$ cat src/rtl/argmax_pkg.sv
// Shared types and helpers for the argmax classifier.
// ARGMAX_MARGIN_EN enables the best-minus-second margin output.
package argmax_pkg;

  typedef enum logic [1:0] {
    IDLE,
    SCAN,
    HOLD
  } state_t;

  function automatic int idx_width(input int n);
    return (n <= 1) ? 1 : $clog2(n);
  endfunction

endpackage

$ cat src/rtl/argmax_classifier_cmp.sv
// Signed compare-and-update for one candidate element.
// ARGMAX_MARGIN_EN adds tracking of the runner-up value.
module argmax_cmp #(
  parameter int bits = 8,
  parameter int IW   = 4
) (
  input  logic signed [bits-1:0] cand,
  input  logic        [IW-1:0]   cand_idx,
  input  logic signed [bits-1:0] best,
  input  logic        [IW-1:0]   best_idx,
`ifdef ARGMAX_MARGIN_EN
  input  logic signed [bits-1:0] second,
  output logic signed [bits-1:0] second_n,
`endif
  output logic signed [bits-1:0] best_n,
  output logic        [IW-1:0]   best_idx_n
);

  logic gt;

  // Strict compare: ties keep the lower index.
  assign gt         = cand > best;
  assign best_n     = gt ? cand : best;
  assign best_idx_n = gt ? cand_idx : best_idx;

`ifdef ARGMAX_MARGIN_EN
  assign second_n = gt ? best
                  : (cand > second) ? cand : second;
`endif

endmodule

$ cat src/rtl/argmax_classifier.sv
// Sequential argmax over a captured score vector, one compare per clock.
// ARGMAX_MARGIN_EN adds the registered margin output.
module argmax_classifier
  import argmax_pkg::*;
#(
  parameter  int bits        = 8,
  parameter  int column_size = 10,
  localparam int IW          = idx_width(column_size)
) (
  input  logic                   clk,
  input  logic                   reset,
  input  logic                   start,
  input  logic signed [bits-1:0] x [0:column_size-1],
  output logic        [IW-1:0]   class_idx,
  output logic signed [bits-1:0] max_val,
`ifdef ARGMAX_MARGIN_EN
  output logic        [bits:0]   margin,
`endif
  output logic                   done
);

  localparam int CW = IW + 1;
  localparam logic [CW-1:0] LAST = CW'(column_size - 1);

  state_t state_q, state_d;
  logic signed [bits-1:0] buf_q [0:column_size-1];
  logic signed [bits-1:0] buf_d [0:column_size-1];
  logic [CW-1:0]          cnt_q, cnt_d;
  logic signed [bits-1:0] best_q, best_d;
  logic [IW-1:0]          best_idx_q, best_idx_d;
  logic [IW-1:0]          class_idx_q, class_idx_d;
  logic signed [bits-1:0] max_val_q, max_val_d;
  logic                   done_q, done_d;

  logic signed [bits-1:0] cand;
  logic signed [bits-1:0] nb, res_best;
  logic [IW-1:0]          nbi, res_idx;

`ifdef ARGMAX_MARGIN_EN
  localparam logic signed [bits-1:0] MIN_V = {1'b1, {(bits-1){1'b0}}};
  logic signed [bits-1:0] second_q, second_d;
  logic signed [bits-1:0] ns, res_second;
  logic [bits:0]          margin_q, margin_d;
`endif

  always_comb begin
    cand = buf_q[0];
    for (int i = 0; i < column_size; i++)
      if (cnt_q == CW'(i)) cand = buf_q[i];
  end

  argmax_cmp #(.bits(bits), .IW(IW)) u_cmp (
    .cand      (cand),
    .cand_idx  (cnt_q[IW-1:0]),
    .best      (best_q),
    .best_idx  (best_idx_q),
`ifdef ARGMAX_MARGIN_EN
    .second    (second_q),
    .second_n  (ns),
`endif
    .best_n    (nb),
    .best_idx_n(nbi)
  );

  always_ff @(posedge clk or posedge reset) begin
    if (reset) state_q <= IDLE;
    else       state_q <= state_d;
  end

  always_comb begin
    state_d = state_q;
    unique case (state_q)
      IDLE: if (start) state_d = (column_size == 1) ? HOLD : SCAN;
      SCAN: if (cnt_q == LAST) state_d = HOLD;
      HOLD: if (!start) state_d = IDLE;
      default: state_d = IDLE;
    endcase
  end

  always_comb begin
    done_d = (state_d == HOLD);
  end

  always_comb begin
    buf_d       = buf_q;
    cnt_d       = cnt_q;
    best_d      = best_q;
    best_idx_d  = best_idx_q;
    class_idx_d = class_idx_q;
    max_val_d   = max_val_q;
    res_best    = nb;
    res_idx     = nbi;
`ifdef ARGMAX_MARGIN_EN
    second_d    = second_q;
    margin_d    = margin_q;
    res_second  = ns;
`endif
    // Capture cycle seeds the running result with element 0.
    if (state_q == IDLE) begin
      res_best = x[0];
      res_idx  = '0;
`ifdef ARGMAX_MARGIN_EN
      res_second = MIN_V;
`endif
    end
    if (state_q == IDLE && start) begin
      buf_d = x;
      cnt_d = CW'(1);
    end
    if (state_q == SCAN) cnt_d = cnt_q + CW'(1);
    if (state_q != HOLD && state_d != IDLE) begin
      best_d     = res_best;
      best_idx_d = res_idx;
`ifdef ARGMAX_MARGIN_EN
      second_d   = res_second;
`endif
    end
    if (state_q != HOLD && state_d == HOLD) begin
      class_idx_d = res_idx;
      max_val_d   = res_best;
`ifdef ARGMAX_MARGIN_EN
      margin_d = (column_size == 1) ? '0
               : {res_best[bits-1], res_best}
                 - {res_second[bits-1], res_second};
`endif
    end
  end

  always_ff @(posedge clk or posedge reset) begin
    if (reset) begin
      for (int i = 0; i < column_size; i++) buf_q[i] <= '0;
      cnt_q       <= '0;
      best_q      <= '0;
      best_idx_q  <= '0;
      class_idx_q <= '0;
      max_val_q   <= '0;
      done_q      <= 1'b0;
`ifdef ARGMAX_MARGIN_EN
      second_q    <= '0;
      margin_q    <= '0;
`endif
    end else begin
      buf_q       <= buf_d;
      cnt_q       <= cnt_d;
      best_q      <= best_d;
      best_idx_q  <= best_idx_d;
      class_idx_q <= class_idx_d;
      max_val_q   <= max_val_d;
      done_q      <= done_d;
`ifdef ARGMAX_MARGIN_EN
      second_q    <= second_d;
      margin_q    <= margin_d;
`endif
    end
  end

  assign class_idx = class_idx_q;
  assign max_val   = max_val_q;
  assign done      = done_q;
`ifdef ARGMAX_MARGIN_EN
  assign margin    = margin_q;
`endif

endmodule
$ cat config.mk
export PLATFORM = sky130hd
export DESIGN_NAME = argmax_classifier
export DESIGN_NICKNAME = d
export VERILOG_FILES = /design/src/rtl/argmax_pkg.sv /design/src/rtl/argmax_classifier_cmp.sv /design/src/rtl/argmax_classifier.sv
export SDC_FILE = /design/constraint.sdc
export NUM_CORES = 1
export LEC_CHECK = 0
export ABC_AREA = 1
export BUFFER_PORTS_ARGS = -buffer_cell sky130_fd_sc_hd__buf_2
export CAP_MARGIN = 5
export CORE_MARGIN = 5
export CORE_UTILIZATION = 40
export CTS_CLUSTER_DIAMETER = 120
export CTS_CLUSTER_SIZE = 14
export DETAILED_ROUTE_END_ITERATION = 6
export GPL_TIMING_DRIVEN = 0
export SLEW_MARGIN = 5
export SYNTH_ARGS = -nofsm -noshare
export SYNTH_HDL_FRONTEND = slang
export SYNTH_SLANG_ARGS = --single-unit
$ cat constraint.sdc
create_clock -name clk -period 9.06 [get_ports clk]
set_input_delay 1.359 -clock clk [delete_from_list [all_inputs] [get_ports clk]]
set_output_delay 1.359 -clock clk [all_outputs]
set_load 0.01 [all_outputs]
# [Word level (Yosys, flattened, before mapping)]
# Index checks and enable logic that the tools add are counted.
[word_totals] in_bits=83 wordCells=57 ff_bits=112
[op_classes] magnitude_cmp=1 eq_ne=13 n_reduce_logical=6 add_sub_neg=1 muxes=19
[op_table] op="8-bit 2-to-1 mux" n=11
[op_table] op="5-bit by 3-bit == test with 1-bit output (second input constant)" n=4
[op_table] op="5-bit by 2-bit == test with 1-bit output (second input constant)" n=2
[op_table] op="5-bit by 4-bit == test with 1-bit output (second input constant)" n=2
[op_table] op="5-bit 2-to-1 mux" n=2
[op_table] op="8-bit greater-than comparator" n=1
[op_table] op="4-bit 2-to-1 mux" n=2
[op_table] op="2-bit 2-to-1 mux" n=3
[op_table] op="2-bit case mux with 3 select lines" n=1
[op_table] op="5-bit by 1-bit adder with 5-bit output (second input constant)" n=1
[op_table] op="5-bit by 1-bit == test with 1-bit output (second input constant)" n=1
[op_table] op="2-bit == test (second input constant)" n=2
[op_table] op="2-bit nonzero test" n=2
[op_table] op="1-bit logical AND" n=3
[op_table] op="2-bit by 1-bit == test with 1-bit output (second input constant)" n=1
[op_table] op="2-bit zero test" n=1
[op_table] op="2-bit inequality test (second input constant)" n=1

# [Depth between registers and ports, before layout]
[depth] depth_word=13 ltp_mapped=31 ltp_nobuf=31

# [By module]
# A second synthesis with hierarchy kept.
[unflattened] cells_unflattened=798 area_unflattened_um2=5831.8
[by_module_without_submodules] module="argmax_classifier" cells_per_inst=719 n_inst=1 area_per_inst_um2=5395.2 seq_area_each_um2=2802.7
[by_module_without_submodules] module="argmax_cmp" cells_per_inst=79 n_inst=1 area_per_inst_um2=436.7 seq_area_each_um2=0.0

# [Worst setup path after synthesis]
# Ideal clock, no wire load.
[synth_path] path_kind="reg2reg" start="reg cnt_q[1]" end="reg best_q[1]" slack_ps=5828 period_less_slack_ps=3232 path_buffers=3 path_stages_with_launch=32 setup_ps=118 arrival_time_ps=3114 required_ps=8942 path_cell_list="dfrtp_1 -> inv_1 -> ha_1 -> inv_1 -> nor2_1 -> buf_2 -> nand2_1 -> buf_2 -> o21ai_1 -> inv_1 -> nand2_1 -> nand2_1 -> nand2_1 -> nand2_1 -> nand2_1 -> nand2_1 -> nand2_1 -> inv_1 -> ha_1 -> nand2_1 -> inv_1 -> a221oi_1 -> o21ai_0 -> nand2_1 -> nand2_1 -> nand2_1 -> buf_2 -> a21oi_1 -> nand2_1 -> nand2_1 -> nand2_1 -> nand2_1"
[synth_between] elab_chain_cells=13 elab_cells_between_ends=25 cone_classes="order compare: 1; eq/ne: 9; mux: 13; reduce/logical: 2"
[synth_rtl] element="start, declared" line="argmax_classifier.sv:28" text="logic [CW-1:0] cnt_q, cnt_d;"
[synth_rtl] element="start signal, assigned" line="argmax_classifier.sv:144" text="cnt_q <= cnt_d;"
[synth_rtl] element="5-bit by 1-bit == test with 1-bit output" line="argmax_classifier.sv:49" text="if (cnt_q == CW'(i)) cand = buf_q[i];"
[synth_rtl] element="8-bit 2-to-1 mux (9 in a row)" line="argmax_classifier.sv:49"
[synth_rtl] element="8-bit greater-than comparator" line="argmax_classifier_cmp.sv:22" text="assign gt = cand > best;"
[synth_rtl] element="8-bit 2-to-1 mux" line="argmax_classifier_cmp.sv:23" text="assign best_n = gt ? cand : best;"
[synth_rtl] element="8-bit 2-to-1 mux" line="argmax_classifier.sv:99" text="if (state_q == IDLE) begin"
[synth_rtl] element="end signal, assigned" line="argmax_classifier.sv:145" text="best_q <= best_d;"
[synth_rtl] element="end, declared" line="argmax_classifier.sv:29" text="logic signed [bits-1:0] best_q, best_d;"
# Several ways; a longest one is shown, not always the timed one.
# A chain may end at the register's enable or synchronous reset.

# [Worst setup path in the final report]
[layout_path] start="reg cnt_q[1]" end="reg class_idx_q[2] (netlist: class_idx[2])"
[layout_between] elab_chain_cells=13 elab_cells_between_ends=25 cone_classes="order compare: 1; eq/ne: 10; mux: 13; reduce/logical: 1"
[layout_rtl] element="5-bit by 1-bit == test with 1-bit output" line="argmax_classifier.sv:49"
[layout_rtl] element="8-bit 2-to-1 mux (9 in a row)" line="argmax_classifier.sv:49"
[layout_rtl] element="8-bit greater-than comparator" line="argmax_classifier_cmp.sv:22"
[layout_rtl] element="4-bit 2-to-1 mux" line="argmax_classifier_cmp.sv:24" text="assign best_idx_n = gt ? cand_idx : best_idx;"
[layout_rtl] element="4-bit 2-to-1 mux" line="argmax_classifier.sv:99"
[layout_rtl] element="end signal, assigned" line="argmax_classifier.sv:147" text="class_idx_q <= class_idx_d;"
[layout_rtl] element="end, declared" line="argmax_classifier.sv:31" text="logic [IW-1:0] class_idx_q, class_idx_d;"
# Several ways; a longest one is shown, not always the timed one.

==> flow_metrics.tcl <==
set metrics [dict create \
    hold-worst-slack_ns 0.468 \
    final_area_um2 6840 \
    drt-total-wl_um 14900 \
    worst_slew_pin_slew_ns 0.615 \
    portBuffers 95 \
    avgSynthCellArea_um2 7.20 \
    cpMostUsedCell "nand2_1" \
    critPathSlowestCell "dfrtp_1" \
    ctsHtreeMaxLevel 3 \
    min_period_ns 3.96 \
    first_pass_iters 4 \
    min_path_type "flop to flop" \
    p_seq_frac 0.312 \
    fin_ws_ns 5.10 \
    nets 1007 \
    initialDrtViolationCount 255 \
    power_frac_clock 0.147 \
    postPlaceCellArea_um2 6540 \
    syn-cell-area_um2 5800 \
    crit_path_end_kind "flop" \
    slew_violations 0 \
    synthesis.nets 900 \
    netlist_instances 805 \
    hp-start "buf_q[0]$_DFFE_PP0P_" \
    dp_hpwl_um 11300 \
    dpl_worst_slack_ns 5.12 \
    drc 0 \
    die_h_um 130 \
    grt_max_degree 80 \
    slew_headroom 0.590 \
    antenna_left 0 \
    seq_area_frac_synth 0.483 \
    grt_overflow 0 \
    post_drt_wl_per_cell_um 13.5 \
    num_vias 5080 \
    grt_pass1_wl_um 24700 \
    crit_cells 30 \
    fin_crit_sh 0.437 \
    grt_pass1_vias 5061 \
    n_antenna_cell 0 \
    criticalPathCategory "flop to flop" \
    area_delta_synth_final_pct 17.9 \
    start_util 0.404 \
    p_leak_nw 3.90 \
    cp_max_fo 10 \
    critPathMaxStageDelay_ns 0.41 \
    worstReg2RegStart "cnt_q[1]$_DFFE_PP0P_" \
    hold_buffers 0 \
    cts_resized 0 \
    core_um2 14400 \
    holdPathEnd "buf_q[0]$_DFFE_PP0P_" \
    cp_top_family "simple AND/OR/NAND/NOR gates" \
    worstPathArrival_ns 4.23 \
    yosys_warnings 0 \
    fmax_ghz 0.253 \
    status "complete, no violations" \
    die_area_um2 17000 \
    viasPerCell 4.61 \
    insertion_delay_ns 0.36 \
    p_per_area_nw_per_um2 408 \
    path_buf_inv 8 \
    p_int_mw 1.48 \
    power_switching_mw 1.31 \
    synthDistinctLibCells 31 \
    row_count 44 \
    drv_cap 0 \
    numCtsBuffers 9 \
    ys_seq_elements 112 \
    clk_pin_slew_ns 0.07 \
    cp_data_required_time_ns 9.33 \
    irDropWorstVdd_mv 0.156 \
    switching_share 0.469 \
    cts_tree "built" \
    setup_viol_count_final 0 \
    fillers 1489 \
    tns_ns 0 \
    drive_gt1_frac 0.170 \
    dieWidth_um 130 \
    rrSetupSlack_ns 5.10 \
    gp_congestion 0.883 \
    clockRootBuffer "clkbuf_16" \
    post_cts_buffers 0 \
    start_kind "flop" \
    track_usage 0.186 \
    antenna_found_initial 0 \
    grt_setup_unrepaired "false" \
    clock_sinks 112 \
    io_pins 96 \
    ctsLongestPathBuffers 2 \
    p_comb_frac 0.541 \
    fin_skew_ns 0.0102 \
    rr_endpoint "class_idx[2]$_DFFE_PP0P_" \
    r2r.worst_path.cells 30 \
    hold_violations 0 \
    holdPathStages 2 \
]
## per-layer routing
metal  track usage  wire (um)  vias up
li1              -          -     2665
met1         0.256       7310     2300
met2         0.294       6600      102
met3        0.0504        775       13
met4        0.0442        187        0
met5             0          0        -
## metrics by stage
step                instances  total power [mW]  utilization
global placement         1084              2.37        0.453
global route             1101              3.12        0.476
finish                   1101              2.79        0.476
floorplan                 805              1.97            -
CTS                      1101              2.82        0.476
detailed placement       1085              2.40        0.455
## logic make-up after synthesis
kind of cell | share of synthesized area
DFF | 0.483
and+or+nand+nor | 0.348
adders and majority gates | 0.0259
buffers and inverters | 0.0816
AOI/OAI and AO/OA | 0.0617
## synthesized netlist by cell type, drive strengths merged
library cell / number / share of area
nand2: 425 / 0.28
dfrtp: 112 / 0.48
inv: 88 / 0.057
o21ai: 51 / 0.045
nand3: 42 / 0.036
buf: 16 / 0.016
nor2: 14 / 0.016
clkbuf: 12 / 0.0080
ha: 12 / 0.026
or2: 12 / 0.013
a21oi: 11 / 0.0095
nand4: 2 / 0.0022
o22ai: 2 / 0.0022
a221oi: 1 / 0.0015
clkinv: 1 / 0.00065
nor4: 1 / 0.0011
o211ai: 1 / 0.0013
o21a: 1 / 0.0013
o21bai: 1 / 0.0013
## power by group through the flow
| stage | Clock (mW) | Combinational (mW) | Sequential [mW] |
|---|---|---|---|
| detailed placement | 0 | 1.52 | 0.878 |
| global route | 0.435 | 1.79 | 0.899 |
| finish | 0.410 | 1.51 | 0.870 |
| CTS | 0.421 | 1.53 | 0.871 |
| global placement | 0 | 1.50 | 0.874 |
| floorplan | 0 | 1.12 | 0.853 |
## placed cells by master (no fill, tap or decap), types with 8 or more instances in the layout
cell	n
a21oi_1	11
clkbuf_16	9
or2_2	8
ha_1	12
nand3_1	42
buf_2	109
inv_2	8
o21ai_0	45
nand2_1	420
clkbuf_1	12
nor2_1	9
dfrtp_1	112
inv_1	79
## worst max path at each step
stage                         startpoint                        end  slack (ns)
finish              cnt_q[1]$_DFFE_PP0P_   class_idx[2]$_DFFE_PP0P_        5.10
global route        cnt_q[1]$_DFFE_PP0P_   class_idx[2]$_DFFE_PP0P_        4.67
CTS                 cnt_q[1]$_DFFE_PP0P_  best_idx_q[0]$_DFFE_PP0P_        5.08
detailed placement  cnt_q[1]$_DFFE_PP0P_  best_idx_q[3]$_DFFE_PP0P_        5.12
global placement                   reset      buf_q[25]$_DFFE_PP0P_        3.31
floorplan                          reset  best_idx_q[0]$_DFFE_PP0P_        4.74
## layout make-up
| class | count | area [um2] | area share |
|---|---|---|---|
| Buffer | 28 | 139 | 0.0203 |
| Tap cell | 184 | 230 | 0.0337 |
| Timing Repair Buffer | 96 | 503 | 0.0736 |
| Sequential cell | 112 | 2800 | 0.410 |
| Multi-Input combinational cell | 576 | 2520 | 0.369 |
| Clock buffer | 11 | 243 | 0.0355 |
| Clock inverter | 5 | 56.3 | 0.00824 |
| Inverter | 89 | 339 | 0.0496 |
## registers in the layout, summed over array words and instances, names as in the netlist
signal / flops
buf_q: 80
best_q: 8
best_idx_q: 4
class_idx: 4
max_val: 8
state_q: 2
done: 1
cnt_q: 5
## worst reg2reg max path: cells and delay by family (launching register included)
kind            cells  cell delay, ns
fa+ha+maj           2            0.48
compound gates      5            0.70
simple gates       15            1.22
flops               1            0.41
buf+inv             8            1.03
Note: power is estimated with default switching activity, not from simulation.
